`src/rtl/cnn_pkg.sv`:
```
// rtl/cnn_pkg.sv - shared types and default widths for the CNN address sequencers
package cnn_pkg;

  localparam int DIM_W_DEF  = 5;
  localparam int ADDR_W_DEF = 10;

  typedef enum logic [1:0] {
    ST_IDLE = 2'd0,
    ST_RUN  = 2'd1,
    ST_DONE = 2'd2
  } seq_state_e;

endpackage

```
`src/rtl/wrap_counter.sv`:
```
// rtl/wrap_counter.sv - mod-(limit+1) up-counter with terminal-count flag
module wrap_counter #(
  parameter int W = 3
) (
  input  logic         clk,
  input  logic         rst_n,
  input  logic         clr,
  input  logic         en,
  input  logic [W-1:0] limit,
  output logic [W-1:0] count,
  output logic         tc
);

  // limit is the last value visited, so a limit of 0 keeps tc permanently high
  assign tc = (count == limit);

  always_ff @(posedge clk) begin
    if (!rst_n) begin
      count <= '0;
    end else if (clr) begin
      count <= '0;
    end else if (en) begin
      count <= tc ? '0 : count + 1'b1;
    end
  end

endmodule

```
`src/rtl/conv_window_seq.sv`:
```
// rtl/conv_window_seq.sv - convolution window read-address sequencer
module conv_window_seq
  import cnn_pkg::*;
#(
  parameter int ADDR_W = ADDR_W_DEF,
  parameter int DIM_W  = DIM_W_DEF
) (
  input  logic              clk,
  input  logic              rst_n,
  input  logic              start,
  input  logic [DIM_W-1:0]  img_w,
  input  logic [2:0]        kern_w,
  input  logic [1:0]        stride,
  input  logic [ADDR_W-1:0] base_addr,
  output logic [ADDR_W-1:0] addr,
  output logic              addr_valid,
  input  logic              addr_ready,
  output logic              win_first,
  output logic              win_last,
  output logic              busy,
  output logic              done,
  output logic              cfg_err
);

  seq_state_e state, state_nxt;

  logic [DIM_W-1:0]  kern_ext, span, pos_lim_nxt;
  logic [ADDR_W-1:0] img_ext, row_step_nxt;
  logic              legal, accept, hs;
  logic              ky_en, ox_en, oy_en, last_tap;

  logic [2:0]        kern_lim;
  logic [DIM_W-1:0]  pos_lim;
  logic [ADDR_W-1:0] img_r, stride_r, row_step;
  logic [ADDR_W-1:0] row_base, win_base, tap_row, addr_r;
  logic [ADDR_W-1:0] tap_row_nxt, win_base_nxt, row_base_nxt;

  logic [2:0]        kx_cnt, ky_cnt;
  logic [DIM_W-1:0]  ox_cnt, oy_cnt;
  logic              kx_tc, ky_tc, ox_tc, oy_tc;
  logic              unused_pos;

  assign kern_ext = DIM_W'(kern_w);
  assign img_ext  = ADDR_W'(img_w);
  assign legal    = (kern_w != 3'd0) && (stride != 2'd0) && (kern_ext <= img_w);
  assign accept   = start && (state == ST_IDLE) && legal;
  assign span     = img_w - kern_ext;

  // Last output index and the address step between output rows, stride 1..3 only
  always_comb begin
    pos_lim_nxt  = span;
    row_step_nxt = img_ext;
    case (stride)
      2'd2: begin
        pos_lim_nxt  = span >> 1;
        row_step_nxt = img_ext << 1;
      end
      2'd3: begin
        pos_lim_nxt  = span / DIM_W'(3);
        row_step_nxt = img_ext + (img_ext << 1);
      end
      default: ;
    endcase
  end

  assign hs       = addr_valid && addr_ready;
  assign ky_en    = hs && kx_tc;
  assign ox_en    = ky_en && ky_tc;
  assign oy_en    = ox_en && ox_tc;
  assign last_tap = oy_en && oy_tc;

  wrap_counter #(.W(3)) u_kx (
    .clk(clk), .rst_n(rst_n), .clr(accept), .en(hs),
    .limit(kern_lim), .count(kx_cnt), .tc(kx_tc)
  );
  wrap_counter #(.W(3)) u_ky (
    .clk(clk), .rst_n(rst_n), .clr(accept), .en(ky_en),
    .limit(kern_lim), .count(ky_cnt), .tc(ky_tc)
  );
  wrap_counter #(.W(DIM_W)) u_ox (
    .clk(clk), .rst_n(rst_n), .clr(accept), .en(ox_en),
    .limit(pos_lim), .count(ox_cnt), .tc(ox_tc)
  );
  wrap_counter #(.W(DIM_W)) u_oy (
    .clk(clk), .rst_n(rst_n), .clr(accept), .en(oy_en),
    .limit(pos_lim), .count(oy_cnt), .tc(oy_tc)
  );

  assign unused_pos = ^{ox_cnt, oy_cnt};

  always_ff @(posedge clk) begin
    if (!rst_n) state <= ST_IDLE;
    else        state <= state_nxt;
  end

  always_comb begin
    state_nxt  = state;
    addr_valid = 1'b0;
    busy       = 1'b0;
    done       = 1'b0;
    case (state)
      ST_IDLE: if (accept) state_nxt = ST_RUN;
      ST_RUN: begin
        addr_valid = 1'b1;
        busy       = 1'b1;
        if (last_tap) state_nxt = ST_DONE;
      end
      ST_DONE: begin
        busy      = 1'b1;
        done      = 1'b1;
        state_nxt = ST_IDLE;
      end
      default: state_nxt = ST_IDLE;
    endcase
  end

  assign addr      = addr_r;
  assign win_first = addr_valid && (kx_cnt == 3'd0) && (ky_cnt == 3'd0);
  assign win_last  = addr_valid && kx_tc && ky_tc;

  // Nested running bases: output row -> window origin -> tap row -> tap
  assign tap_row_nxt  = tap_row + img_r;
  assign win_base_nxt = win_base + stride_r;
  assign row_base_nxt = row_base + row_step;

  always_ff @(posedge clk) begin
    if (!rst_n) begin
      kern_lim <= '0;
      pos_lim  <= '0;
      img_r    <= '0;
      stride_r <= '0;
      row_step <= '0;
      row_base <= '0;
      win_base <= '0;
      tap_row  <= '0;
      addr_r   <= '0;
    end else if (accept) begin
      kern_lim <= kern_w - 3'd1;
      pos_lim  <= pos_lim_nxt;
      img_r    <= img_ext;
      stride_r <= ADDR_W'(stride);
      row_step <= row_step_nxt;
      row_base <= base_addr;
      win_base <= base_addr;
      tap_row  <= base_addr;
      addr_r   <= base_addr;
    end else if (hs) begin
      if (!kx_tc) begin
        addr_r <= addr_r + 1'b1;
      end else if (!ky_tc) begin
        tap_row <= tap_row_nxt;
        addr_r  <= tap_row_nxt;
      end else if (!ox_tc) begin
        win_base <= win_base_nxt;
        tap_row  <= win_base_nxt;
        addr_r   <= win_base_nxt;
      end else if (!oy_tc) begin
        row_base <= row_base_nxt;
        win_base <= row_base_nxt;
        tap_row  <= row_base_nxt;
        addr_r   <= row_base_nxt;
      end
    end
  end

  always_ff @(posedge clk) begin
    if (!rst_n)                           cfg_err <= 1'b0;
    else if (start && (state == ST_IDLE)) cfg_err <= !legal;
  end

endmodule

```
`config.mk`:
```
export PLATFORM = sky130hd
export DESIGN_NAME = conv_window_seq
export DESIGN_NICKNAME = d
export VERILOG_FILES = /design/src/rtl/cnn_pkg.sv /design/src/rtl/wrap_counter.sv /design/src/rtl/conv_window_seq.sv
export SDC_FILE = /design/constraint.sdc
export NUM_CORES = 1
export LEC_CHECK = 0
export BUFFER_PORTS_ARGS = -buffer_cell sky130_fd_sc_hd__buf_2
export CAP_MARGIN = 20
export CORE_UTILIZATION = 40
export DETAILED_ROUTE_END_ITERATION = 10
export PLACE_DENSITY = 0.56
export SLEW_MARGIN = 0
export SYNTH_ARGS = -nofsm -noshare
export SYNTH_HDL_FRONTEND = slang
export SYNTH_HIERARCHICAL = 1
export SYNTH_SLANG_ARGS = --single-unit
```
`constraint.sdc`:
```
create_clock -name clk -period 4.5 [get_ports clk]
set_input_delay 0.9 -clock clk [delete_from_list [all_inputs] [get_ports clk]]
set_output_delay 0.9 -clock clk [all_outputs]
set_load 0.02 [all_outputs]
```
# [Yosys cells after proc, flatten, opt, wreduce, memory -nomap -nowiden]
# Index checks and enable logic that the tools add are counted.
[op_classes] addsub=11 multipliers=0 n_div=1 magnitude_cmp=1 eq_ne=14 n_shift=0 muxes=30 bitwise=1 reduce_logical=30
[ops] op="2-to-1 mux 10 bit" n=18
[ops] op="one-hot mux 7 bit (2 select lines)" n=1
[ops] op="logical AND 1 bit" n=13
[ops] op="adder 10 x 1 -> 10 bit (second input constant)" n=1
[ops] op="adder 10 bit" n=1
[ops] op="adder 10 x 2 -> 10 bit" n=1
[ops] op="adder 10 x 5 -> 10 bit" n=1
[ops] op="adder 5 x 1 -> 5 bit (second input constant)" n=2
[ops] op="== test 5 bit" n=2
[ops] op="2-to-1 mux 5 bit" n=2
[ops] op="one-hot mux 5 bit (2 select lines)" n=1
[ops] op="nonzero test 2 bit" n=5
[ops] op="adder 5 x 6 -> 7 bit" n=1
[ops] op="adder 3 x 1 -> 3 bit (second input constant)" n=2
[ops] op="== test 2 bit (second input constant)" n=3
[ops] op="== test 3 bit" n=2
[ops] op="zero test 3 bit" n=2
[ops] op="2-to-1 mux 3 bit" n=2
[ops] op="inequality test 2 bit (second input constant)" n=3
[ops] op="divider 5 x 2 -> 5 bit (second input constant)" n=1
[ops] op="<= comparator 3 x 5 -> 1 bit" n=1
[ops] op="inequality test 5 bit (second input constant)" n=1
[ops] op="AND reduction 5 bit" n=1
[ops] op="subtractor 5 x 3 -> 5 bit" n=1
[ops] op="other kinds (15)" n=20
[totals] regBits=84 latch_bits=0 ramBits=0 mem_bits_ro=0 input_bits=24 out_inout_bits=16 elab_cells=103 n_memories=0

# [Logic depth before layout (Yosys ltp)]
[logic_depth] word_depth=9 ltp_mapped=16 depth_no_buf=15

# [Hierarchy]
# Netlist, hierarchy kept.
[modules_own_cells] mod="conv_window_seq" instances=1 cells_each=617 area_per_inst_um2=4664.5 seq_area_each_um2=1301.2
[modules_own_cells] mod="wrap_counter (u_ox ...)" instances=2 cells_each=30 area_per_inst_um2=306.5 seq_area_each_um2=100.1
[modules_own_cells] mod="wrap_counter (u_kx ...)" instances=2 cells_each=21 area_per_inst_um2=191.4 seq_area_each_um2=60.1

# [Worst setup path before layout]
# OpenSTA, ideal clock, no wires.
[synth_timing] path_kind="in2reg" from="in img_w[0]" to="reg pos_lim[0]" setup_time_ns=0.139 arrival_time_ns=3.707 required_ns=4.361 setup_slack_ns=0.654 path_stages=15 path_buffers=1 path_cell_list="inv_1 > ha_1 > inv_1 > fa_1 > a211oi_2 > xnor2_1 > a21boi_4 > ha_1 > clkbuf_2 > nand2_1 > a22o_1 > a221oi_2 > xnor2_1 > o41ai_1 > a31oi_1"
[synth_via] elab_chain_len=3 word_cells_on_any_way=6 classes_between="add/sub: 1; div: 1; order compare: 1; mux: 1; reduce/logical: 2"
[synth_rtl] element="start, declared" line="conv_window_seq.sv:11" rtl="input logic [DIM_W-1:0] img_w,"
[synth_rtl] element="subtractor 5 x 3 -> 5 bit / <= comparator 3 x 5 -> 1 bit (equally long branches)" line="conv_window_seq.sv:47, conv_window_seq.sv:45"
[synth_rtl] element="divider 5 x 2 -> 5 bit / logical AND 1 bit (equally long branches)" line="conv_window_seq.sv:59, conv_window_seq.sv:45"
[synth_rtl] element="one-hot mux 5 bit (2 select lines) / logical AND 1 bit (equally long branches)" line="conv_window_seq.sv:53, conv_window_seq.sv:46"
[synth_rtl] element="end signal, assigned" line="conv_window_seq.sv:139" rtl="pos_lim <= pos_lim_nxt;"
[synth_rtl] element="end, declared" line="conv_window_seq.sv:33" rtl="logic [DIM_W-1:0] pos_lim;"
# Several ways; a longest one is shown, not always the timed one.
# A chain may end at the register's enable or synchronous reset.

# [Final worst setup path]
# Same ends and word-level chain as after synthesis.

==> results.cfg <==
[status]
status = complete, but fails checks
violations = design-rule violations

[drt]
dr.pass1.iters = 9
wl_um = 15800
wl_per_cell_um = 17.1
dr.first_iter.drc_count = 388
vias_per_cell = 5.75
via_count = 5331
drc = 2
detail-route-antenna-nets = 0

[synth]
synthesis.nets = 784
synth_warnings = 6
yosysMostFrequentCell = dfxtp_1
postSynthAreaPerCell_um2 = 7.87
ys_top_cells_by_area = dfxtp_1, ha_1, a21oi_1
synth-seq-cells = 81
synth_cells = 719
async_flop_share = 0
synthesis.area_mm2 = 0.00566
netlist.area_leader.share = 0.286
synth.distinct_cells = 62
ys_seq_area_frac = 0.286
yosys.area.top_type = dfxtp_1
synthTopCellsByCount = dfxtp_1, nand2_1, a21oi_1
yosys_most_used_dff = dfxtp_1
synth_edf_count = 0

[cts]
cts_buffers = 9
h-tree-depth = 3
clk_pin_slew_ns = 0.06
cts_setup_buffers = 0
cts_tree = yes
cts.sinks = 81
clk_latency_ns = 0.35
cts_resized = 0
ctsHoldBuffers = 0
cts.path.max_buffers = 2
cts-root-buf = clkbuf_16

[finish]
syn_to_final_growth_pct = 11.5
n_fill_cell = 1400
fin_cells = 927
fin_util = 0.457
drive_above_1_share = 0.108
final_area_mm2 = 0.00631
fin_nets = 807
diodes = 0

[grt]
grt.overflow.total = 0
grt_pass1_wl_um = 25700
grt_start_max_net_pins = 44
track_usage = 0.227
grt_pass1_vias = 5115
antenna_found_initial = 1

[pwr]
power.density_mw_per_mm2 = 418
pwr-share-clk = 0.269
power.total_mw = 2.64
combPwrFrac = 0.384
p_int_mw = 1.59
switchingPower_mw = 1.05
switching_share = 0.398
p_leak_nw = 2.63
p_seq_frac = 0.348
ir_drop_mv = 0.254

[placement]
dp.cells = 911
place_ws_ns = 0.124
gp_congestion = 0.835
dpl-instance-area_mm2 = 0.00603
hpwl_um = 11900
port_buffers = 39

[floorplan]
die-area_mm2 = 0.0146
num_rows = 43
io_pins = 40
core_area_mm2 = 0.0138
die_y_um = 121
die-width_um = 121
start_util = 0.409

[critical_path]
endpoint_kind = flip-flop
path_max_fanout = 8
crit_type = in -> reg
critPathLaunchType = input pin
worstPathRequired_ns = 4.71
cp.arrival_ns = 4.31
crit_start = img_w[0]
reg2reg_from = row_step[0]$_SDFFE_PN0P_

[sta]
final_hold_viol_count = 0
slew_viol_final = 0
finalSetupViolCount = 0
maxSlewHeadroom = 0.423
tightest_slew_ns = 0.863
fin_crit_ns = 4.10
finalCritPeriodShare = 0.911
fmax_mhz = 244
clock_skew_ns = 0.00663
layout_setup_ws_ns = 0.401
rsz0062_at_grt = no
fin_worst_hold_slack_ns = 0.479
setup_tns_ns = 0

[min_path]
hp-class = reg -> reg
min_from = stride_r[0]$_SDFFE_PN0P_

[run]
maxCapViolations = 0
-- layer usage --
layer,vias up,GRT usage,part of all wire
li1,2624,-,-
met1,2564,0.287,0.46
met2,115,0.373,0.47
met3,28,0.0479,0.040
met4,0,0.0949,0.025
met5,-,0,0
-- registers in the layout, indices dropped and copies added, names as in the netlist, 3 cells and up --
register    flops
u_oy/count      5
win_base       10
addr           10
u_ky/count      3
kern_lim        3
row_step        7
tap_row        10
u_ox/count      5
img_r           5
row_base       10
pos_lim         5
u_kx/count      3
-- cell families after synthesis --
| logic type | Yosys count | share of synthesized area |
|---|---|---|
| simple gates | 233 | 0.206 |
| compound gates | 226 | 0.258 |
| flops | 81 | 0.286 |
| buf+inv | 73 | 0.0491 |
| xor+xnor | 54 | 0.0836 |
| fa+ha+maj | 41 | 0.0973 |
| mux | 11 | 0.0197 |
-- power by group through the flow --
stage	registers [mW]	clock network [mW]	logic [mW]
global route	0.932	0.754	1.13
detailed placement	0.932	0	1.01
CTS	0.917	0.725	1.02
global placement	0.929	0	0.986
floorplan	0.920	0	0.727
finish	0.918	0.709	1.01
-- area by class of cell --
class	count	area (µm²)	area share
Tap cell	180	225	0.0357
Sequential cell	81	1620	0.257
Clock inverter	5	30.0	0.00476
Multi-Input combinational cell	565	3780	0.598
Inverter	36	135	0.0214
Timing Repair Buffer	49	270	0.0428
Clock buffer	11	253	0.0400
-- placed cells by master, fill, tap and decap left out, drive strengths merged, types with 4 or more instances in the layout --
master / count
dfxtp: 81
nand2: 76
a21oi: 71
buf: 49
nor2: 47
o21ai: 47
xor2: 38
ha: 36
inv: 35
nand3: 24
a211oi: 19
o211ai: 16
xnor2: 16
nor2b: 14
nor3: 13
a21boi: 13
clkbuf: 11
a31oi: 10
mux2i: 10
nand2b: 9
and3: 8
and2: 8
a21o: 8
nand4: 7
nor4: 6
nand3b: 5
o21a: 5
fa: 5
o221ai: 4
o21bai: 4
or3: 4
o311ai: 4
a221oi: 4
clkinv: 4
-- worst max-delay path, stage by stage --
cell,delay (ns)
buf_2,0.12
inv_1,0.08
ha_1,0.16
inv_1,0.05
fa_1,0.42
a211oi_2,0.23
xnor2_1,0.23
a21boi_4,0.34
ha_1,0.34
nand2_1,0.18
a22o_1,0.27
a221oi_2,0.38
xnor2_1,0.14
o41ai_1,0.35
a31oi_1,0.12
-- final timing paths --
check	endpoint	slack, ns	cells past startpoint
worst max register to register	win_base[8]$_SDFFE_PN0P_	1.43	11
worst min register to register	stride_r[0]$_SDFFE_PN0P_	0.48	2
worst max-delay path	pos_lim[0]$_SDFFE_PN0P_	0.40	15
worst min-delay path	stride_r[0]$_SDFFE_PN0P_	0.48	2
No activity file was read; power rests on OpenSTA's default activity.
